**src/rtl/interval_timer_pkg.sv**
```systemverilog
// Shared types and helpers for the interval timer arbiter: FSM state encoding,
// one-hot decode of an owner index and round-robin pointer advance.
package interval_timer_pkg;

  localparam int unsigned MAX_REQ = 32;

  typedef enum logic [1:0] {
    IDLE,
    COUNT,
    DONE
  } state_t;

  // Wide result; callers cast down to their own requester count.
  function automatic logic [MAX_REQ-1:0] onehot(input int unsigned idx);
    return MAX_REQ'(1) << idx;
  endfunction

  function automatic int unsigned next_ptr(input int unsigned idx, input int unsigned n);
    return (idx + 32'd1 >= n) ? 32'd0 : idx + 32'd1;
  endfunction

endpackage

```
**src/rtl/interval_timer_arbiter_rr.sv**
```systemverilog
// Combinational round-robin pick: first asserted request at or after ptr,
// wrapping modulo NUM_REQ.
module rr_arbiter #(
  parameter int unsigned NUM_REQ = 4,
  parameter int unsigned IDX_W   = 2
) (
  input  logic [NUM_REQ-1:0] req,
  input  logic [IDX_W-1:0]   ptr,
  output logic [IDX_W-1:0]   winner,
  output logic               valid
);

  logic [IDX_W-1:0] cand;

  always_comb begin
    winner = '0;
    valid  = 1'b0;
    cand   = '0;
    for (int unsigned k = 0; k < NUM_REQ; k++) begin
      cand = IDX_W'((32'(ptr) + k) % NUM_REQ);
      if (!valid && req[cand]) begin
        valid  = 1'b1;
        winner = cand;
      end
    end
  end

endmodule

```
**src/rtl/interval_timer_arbiter.sv**
```systemverilog
// One down-counting interval timer shared round-robin between NUM_REQ
// requesters; pulses the owner's done on expiry, aborts if the owner drops req.
module interval_timer_arbiter
  import interval_timer_pkg::*;
#(
  parameter int unsigned NUM_REQ = 4,
  parameter int unsigned CNT_W   = 4
) (
  input  logic                     clk,
  input  logic                     reset,
  input  logic [NUM_REQ-1:0]       req,
  input  logic [NUM_REQ*CNT_W-1:0] len,
  output logic [NUM_REQ-1:0]       grant,
  output logic [NUM_REQ-1:0]       done,
  output logic                     busy,
  output logic [CNT_W-1:0]         count
);

  localparam int unsigned IDX_W = (NUM_REQ > 1) ? $clog2(NUM_REQ) : 1;

  state_t           state_q, state_d;
  logic [IDX_W-1:0] idx_q, idx_d;
  logic [IDX_W-1:0] ptr_q, ptr_d;
  logic [CNT_W-1:0] count_q, count_d;
  logic [IDX_W-1:0] winner;
  logic             any_req;

  rr_arbiter #(
    .NUM_REQ(NUM_REQ),
    .IDX_W  (IDX_W)
  ) u_rr_arbiter (
    .req   (req),
    .ptr   (ptr_q),
    .winner(winner),
    .valid (any_req)
  );

  always_ff @(posedge clk or posedge reset) begin
    if (reset) begin
      state_q <= IDLE;
      idx_q   <= '0;
      ptr_q   <= '0;
      count_q <= '0;
    end else begin
      state_q <= state_d;
      idx_q   <= idx_d;
      ptr_q   <= ptr_d;
      count_q <= count_d;
    end
  end

  always_comb begin
    state_d = state_q;
    idx_d   = idx_q;
    ptr_d   = ptr_q;
    count_d = count_q;
    unique case (state_q)
      IDLE: begin
        if (any_req) begin
          idx_d   = winner;
          count_d = len[32'(winner)*CNT_W +: CNT_W];
          state_d = COUNT;
        end
      end
      COUNT: begin
        // Abort wins over expiry when req drops on the zero-count cycle.
        if (!req[idx_q]) begin
          state_d = IDLE;
          ptr_d   = IDX_W'(next_ptr(32'(idx_q), NUM_REQ));
          count_d = '0;
        end else if (count_q == '0) begin
          state_d = DONE;
        end else begin
          count_d = count_q - 1'b1;
        end
      end
      DONE: begin
        state_d = IDLE;
        ptr_d   = IDX_W'(next_ptr(32'(idx_q), NUM_REQ));
      end
      default: state_d = IDLE;
    endcase
  end

  always_comb begin
    busy  = (state_q == COUNT) || (state_q == DONE);
    grant = busy ? NUM_REQ'(onehot(32'(idx_q))) : '0;
    done  = (state_q == DONE) ? NUM_REQ'(onehot(32'(idx_q))) : '0;
    count = count_q;
  end

endmodule

```
**config.mk**
```make
export PLATFORM = sky130hd
export DESIGN_NAME = interval_timer_arbiter
export DESIGN_NICKNAME = d
export VERILOG_FILES = /design/src/rtl/interval_timer_pkg.sv /design/src/rtl/interval_timer_arbiter_rr.sv /design/src/rtl/interval_timer_arbiter.sv
export SDC_FILE = /design/constraint.sdc
export NUM_CORES = 1
export LEC_CHECK = 0
export ABC_AREA = 1
export BUFFER_PORTS_ARGS = -buffer_cell sky130_fd_sc_hd__buf_2
export CORE_MARGIN = 8
export CORE_UTILIZATION = 29
export DETAILED_ROUTE_END_ITERATION = 8
export GPL_TIMING_DRIVEN = 0
export PLACE_DENSITY = 0.53
export SLEW_MARGIN = 15
export SYNTH_ARGS = -nofsm -noshare
export SYNTH_HDL_FRONTEND = slang
export SYNTH_HIERARCHICAL = 1
export SYNTH_SLANG_ARGS = --single-unit
```
**constraint.sdc**
```tcl
create_clock -name clk -period 3.4 [get_ports clk]
set_clock_uncertainty 0.2 [all_clocks]
set_input_delay 0.34 -clock clk [delete_from_list [all_inputs] [get_ports clk]]
set_output_delay 0.34 -clock clk [all_outputs]
set_load 0.05 [all_outputs]
```
# Word-level counts from Yosys, hierarchy flattened
# Index checks and enable logic that the tools add are counted.
dict set report word_totals {
  reg_bits 10
  input_bits 22
  out_inout_bits 13
}
dict set report op_classes {
  add_sub_neg 5
  order_cmp 6
  eq_ne 6
  n_shift 2
  mux 31
  reduce_logical 15
}
# op n
set op_table {}
lappend op_table {{2-to-1 mux 4 bit} 5}
lappend op_table {{2-to-1 mux 2 bit} 9}
lappend op_table {{variable part select 16 x 5 -> 4 bit} 1}
lappend op_table {{< comparator 2 x 3 -> 1 bit, second input constant} 5}
lappend op_table {{binary-select mux 1 bit (select 2 bit)} 5}
lappend op_table {{2-to-1 mux 1 bit} 9}
lappend op_table {{one-hot mux 2 bit (2 select lines)} 2}
lappend op_table {{one-hot mux 4 bit (2 select lines)} 1}
lappend op_table {{!= test 3 bit, second input constant} 2}
lappend op_table {{AND reduction 2 bit} 3}
lappend op_table {{adder 2 bit, second input constant} 2}
lappend op_table {{logical NOT 4 bit} 1}
lappend op_table {{!= test 2 bit, second input constant} 2}
lappend op_table {{nonzero test 2 bit} 2}
lappend op_table {{left shift 1 x 2 -> 4 bit, first input constant} 1}
lappend op_table {{subtractor 4 x 1 -> 4 bit, second input constant} 1}
lappend op_table {{adder 2 x 1 -> 3 bit, second input constant} 1}
lappend op_table {{>= comparator 3 bit, second input constant} 1}
lappend op_table {{logical AND 1 bit} 3}
lappend op_table {{logical NOT 1 bit} 3}
lappend op_table {{AND reduction 3 bit} 1}
lappend op_table {{adder 2 x 1 -> 2 bit, second input constant} 1}
lappend op_table {{equality test 2 x 1 -> 1 bit, second input constant} 1}
lappend op_table {{equality test 2 bit, second input constant} 1}
lappend op_table {{other kinds (2)} 2}

# Logic depth before layout (Yosys ltp)
dict set report logic_depth {
  word_depth 15
  depth_mapped 19
  ltp_nobuf 18
}

# Modules after synthesis
# Netlist, hierarchy kept.
# mod instances cells_per_inst area_per_inst_um2
set modules_own_cells {}
lappend modules_own_cells {interval_timer_arbiter 1 145 955.9}
lappend modules_own_cells {rr_arbiter 1 59 319.1}

# Worst setup path before layout
# OpenSTA, ideal clock, no wires.
dict set report synth_path {
  path_type {register to register}
  start {register ptr_q[0]}
  end {register count_q[2] (netlist: count[2])}
  setup_time_ps 118
  t_arrival_ps 1734
  path_slack_ps 1347
  stages_incl_launch_ff 19
  path_buffers 2
  cell_sequence {dfrtp_1 > buf_6 > nand2_1 > nand2_4 > nand2_2 > nand2_2 > nor2_4 > nand3_2 > nand2_1 > nand2_1 > inv_1 > buf_2 > inv_2 > o21ai_0 > nand2_1 > nand2_1 > nand2_2 > nand2_1 > nand2_1}
}
dict set report synth_via {
  elab_chain_cells 15
  word_cells_on_any_way 30
  classes_between {add/sub: 3; eq/ne: 1; shift: 1; mux: 18; reduce/logical: 7}
}
# element line
set synth_lines {}
lappend synth_lines {{from (decl)} interval_timer_arbiter.sv:23} ;# logic [IDX_W-1:0] ptr_q, ptr_d;
lappend synth_lines {{from (signal assigned)} interval_timer_arbiter.sv:47} ;# ptr_q <= ptr_d;
lappend synth_lines {{branches (longest 11 deep; another with adder 2 x 1 -> 2 bit)} -}
lappend synth_lines {{2-to-1 mux 2 bit *} interval_timer_arbiter_rr.sv:21} ;# if (!valid && req[cand]) begin
lappend synth_lines {{named net winner[0]} interval_timer_arbiter.sv:25} ;# logic [IDX_W-1:0] winner;
lappend synth_lines {{variable part select 16 x 5 -> 4 bit *} interval_timer_arbiter.sv:61} ;# count_d = len[32'(winner)*CNT_W +: CNT_W];
lappend synth_lines {{2-to-1 mux 4 bit *} interval_timer_arbiter.sv:59} ;# if (any_req) begin
lappend synth_lines {{one-hot mux 4 bit (2 select lines) *} interval_timer_arbiter.sv:57} ;# unique case (state_q)
lappend synth_lines {{to (signal assigned)} interval_timer_arbiter.sv:48} ;# count_q <= count_d;
lappend synth_lines {{to (decl)} interval_timer_arbiter.sv:24} ;# logic [CNT_W-1:0] count_q, count_d;
# Mark *: on every way through the listed nets, which the timed path passes. The select of a mux whose other input is x is not followed.
# A chain may end at the register's enable or synchronous reset.

# Worst setup path in the final report
# Same ends and word-level chain as after synthesis.

==> out/summary.md <==
The run finished with clean final reports. Of all cell types, the one taking the most synthesized area is nand2_1. The placed instances occupy a cell area of 1510 um2. The launching element type of the critical path was a flip-flop.

Post-detailed-route count of antenna-violating nets: 0. Setup violations remaining at the end of the flow were counted as 0. The placer's final routability congestion estimate was 0.795; the required arrival time at the worst endpoint was 3.33 ns. Clock tree synthesis found a total of 10 sinks. The run gives 35 as the count of pins on the block boundary. The area added between synthesis and finish was 22.5%. Class of the most critical setup path: flip-flop to flip-flop. The footprint of the multi-input gates is 860 um2. For the number of fill cells in the layout, the log shows 486. For the total negative slack, the log shows 0 ns. The run gives 0 as the total overflow reported by the global router.

After detailed routing, the number of vias per cell comes to 4.21. The signal on the critical path passes through inv_2, nand2_1, nand3_2, nand2_4, nor2_4, nand3_2, nand2_1, nand2_1, inv_1, buf_2, inv_2, o21ai_0, nand2_1, nand2_1, nand2_2, nand2_1, nand2_1. In the synthesized netlist the async set-or-reset flop fraction comes to 100%.

Counting flops and latches in the post-synthesis netlist gives 10. The post-route netlist has 32.2% of its cells at a drive strength greater than 1. The post-detailed-route DRC marker count was 0. Headroom to the max-slew limit came out at 73.1%. The tools report the max-slew violation count as 0. After synthesis, the most frequently instantiated cells are nand2_1 (68), inv_1 (31), nand2_2 (17). Measured along the y axis, the die boundary spans 82.3 um.

Wires add up to 3040 um. Derived from the worst setup path, the maximum achievable clock frequency is 437 MHz. The share of the synthesized area in the top cell type works out to 20.0%. The netlist area before placement was 1270 um2; the post-route fraction of the period consumed by the critical path was 67.3%. When the netlist entered floorplanning its net count stood at 235. For the register area, the log shows 250 um2.

For this block, the initial DRC count from the detailed router was 65. The net total in the final layout is 275. The routed layout has 1239 vias. The critical path endpoint category was a flip-flop. Data arrives at the worst endpoint at 2.21 ns. Final-report hold violation count: 0. In this run the core area contains 24 standard-cell rows.

Synthesis handed over a netlist of 204 instances. The post-CTS setup buffer count was 0; the clock insertion delay at the later pin of the skew report was 0.23 ns. Number of instances on the worst hold path: 2. During placement, the flow inserted port buffers numbering 34.

The die is 82.3 um wide. The most common cell in the synthesized netlist is nand2_1. Dividing the detail-routed wire length by the instance count gives 10.3 um. The total number of yosys warnings is 6.

Entering global routing, the biggest net connects 11 pins. The number of cells on the worst reg-to-reg path was 17. In this run the deepest clock path goes through 2 buffers. Subtracting the final worst setup slack from the clock period gives 2.29 ns. Setup repair after global routing left no endpoint under its margin.

Clock-pin slew was measured on the worst setup and hold paths at 0.05 ns. Die outline area: 6770 um2. Critical-path cell with the highest stage delay: dfrtp_1. The number of max-cap violations was 0. The repair_antennas step left the layout with diodes totalling 0.

The first detailed-routing pass took 4 iterations. Ranked by total cell area, the synthesized netlist is headed by nand2_1 (20%), dfrtp_1 (20%), inv_1 (9.1%). The transition time at the pin with the least slew margin is 0.403 ns, and the number of enable-type register cells in the synthesized netlist is 0. The number of levels in the clock H-tree came out at 1. With fillers left out, the area of the finished cells amounts to 1560 um2. The effective utilization at floorplan is 29.7%. The delay contributed by the slowest stage of the critical path works out to 0.41 ns. Among the stages of the critical path, the cell type that occurs most often is nand2_1. The total area inside the core boundary comes to 4290 um2.

After synthesis, the netlist uses 24 different library cells. Clock tree synthesis inserted a total of 3 buffers. The number of antenna violations at the first check in global routing was 0; the sum of net half-perimeters after detailed placement was 2540 um. The top flip-flop cell by instance count after synthesis was dfrtp_1. The classification of the worst-slack hold path was flip-flop to flip-flop.

After synthesis, the mean cell area works out to 6.25 um2. Of the synthesized area, sequential elements account for 19.6%. Wire length of the first global-routing pass: 5360 um. On the final layout, the worst hold slack is 0.300 ns.

The register-to-register setup slack came out at 1.11 ns. TritonCTS built the clock tree. Of all nets on the critical path, the largest fanout is 9. The root buffer cell chosen for the clock tree is clkbuf_8.

Global routing consumed, over all layers together, 9.59% of the routing resources. The number of global-route vias before repair was 1250.
## placed cells by master, fill, tap and decap left out, types with 2 or more instances in the layout
| master | count |
|---|---|
| ha_1 | 9 |
| nand3_2 | 6 |
| nor2_1 | 14 |
| inv_1 | 31 |
| buf_2 | 35 |
| nand4_1 | 2 |
| inv_2 | 4 |
| nand2_4 | 5 |
| nand2_2 | 17 |
| dfrtp_1 | 10 |
| buf_6 | 2 |
| o21ai_0 | 4 |
| nand3_1 | 14 |
| clkbuf_8 | 3 |
| nand3b_1 | 2 |
| o21ai_1 | 7 |
| nand2_1 | 68 |
## sequential cells by signal, summed over array words and instances, names as in the netlist
signal	flops
count	4
state_q	2
ptr_q	2
idx_q	2
## logic make-up after synthesis
family,after synthesis,synth area share [%]
AND/OR/NAND/NOR,132,52.5
AO/OA/AOI/OAI,13,5.40
XOR/XNOR,1,0.687
buffers and inverters,39,13.0
adder cells (fa/ha/maj),9,8.83
flip-flops,10,19.6
## cell type report
class	instances	area share, %
inverters	36	8.81
plain buffers	3	1.76
repair buffers	35	11.5
well taps	52	4.17
flip-flops and latches	10	16.0
clock buffers	3	2.64
multi-input cells	155	55.0
## path summary, 6_finish.rpt
kind                       startpoint    endpoint
max                          ptr_q[0]    count[2]
max in group asynchronous       reset  state_q[0]
min in group asynchronous       reset    count[3]
min                          count[0]    count[0]
max reg2reg                  ptr_q[0]    count[2]
min reg2reg                  count[0]    count[0]
## metal layers
| layer | GRT usage (%) | share of wire, % | vias to the layer above | wire (um) |
|---|---|---|---|---|
| met5 | 0 | 0 | - | 0 |
| met4 | 2.11 | 0.39 | 0 | 12 |
| met3 | 1.08 | 2.7 | 2 | 83 |
| met2 | 17.0 | 49 | 16 | 1490 |
| met1 | 12.1 | 48 | 525 | 1450 |
| li1 | - | - | 696 | - |
## critical path: cells and delay by family (launching register included)
family          cells  cell delay (ns)
simple gates       12             0.90
buf+inv             4             0.50
flops               1             0.41
compound gates      1             0.17
## stage by stage
stage	util (%)	cells	worst slack [ns]
final	36.4	294	1.11
after global routing	36.4	294	0.832
after CTS	36.4	294	1.08
after detailed placement	35.2	290	1.10
after global placement	35.2	290	1.11
after floorplan	-	204	1.35
## repair_timing
| action | CTS | global route |
|---|---|---|
| hold endpoints to repair | 10 | 0 |
| resized for setup | 0 | 0 |
| hold buffers | 1 | 0 |
Power is not shown: default switching activity piles up to over one toggle a cycle in this logic, so the estimate is an artifact.
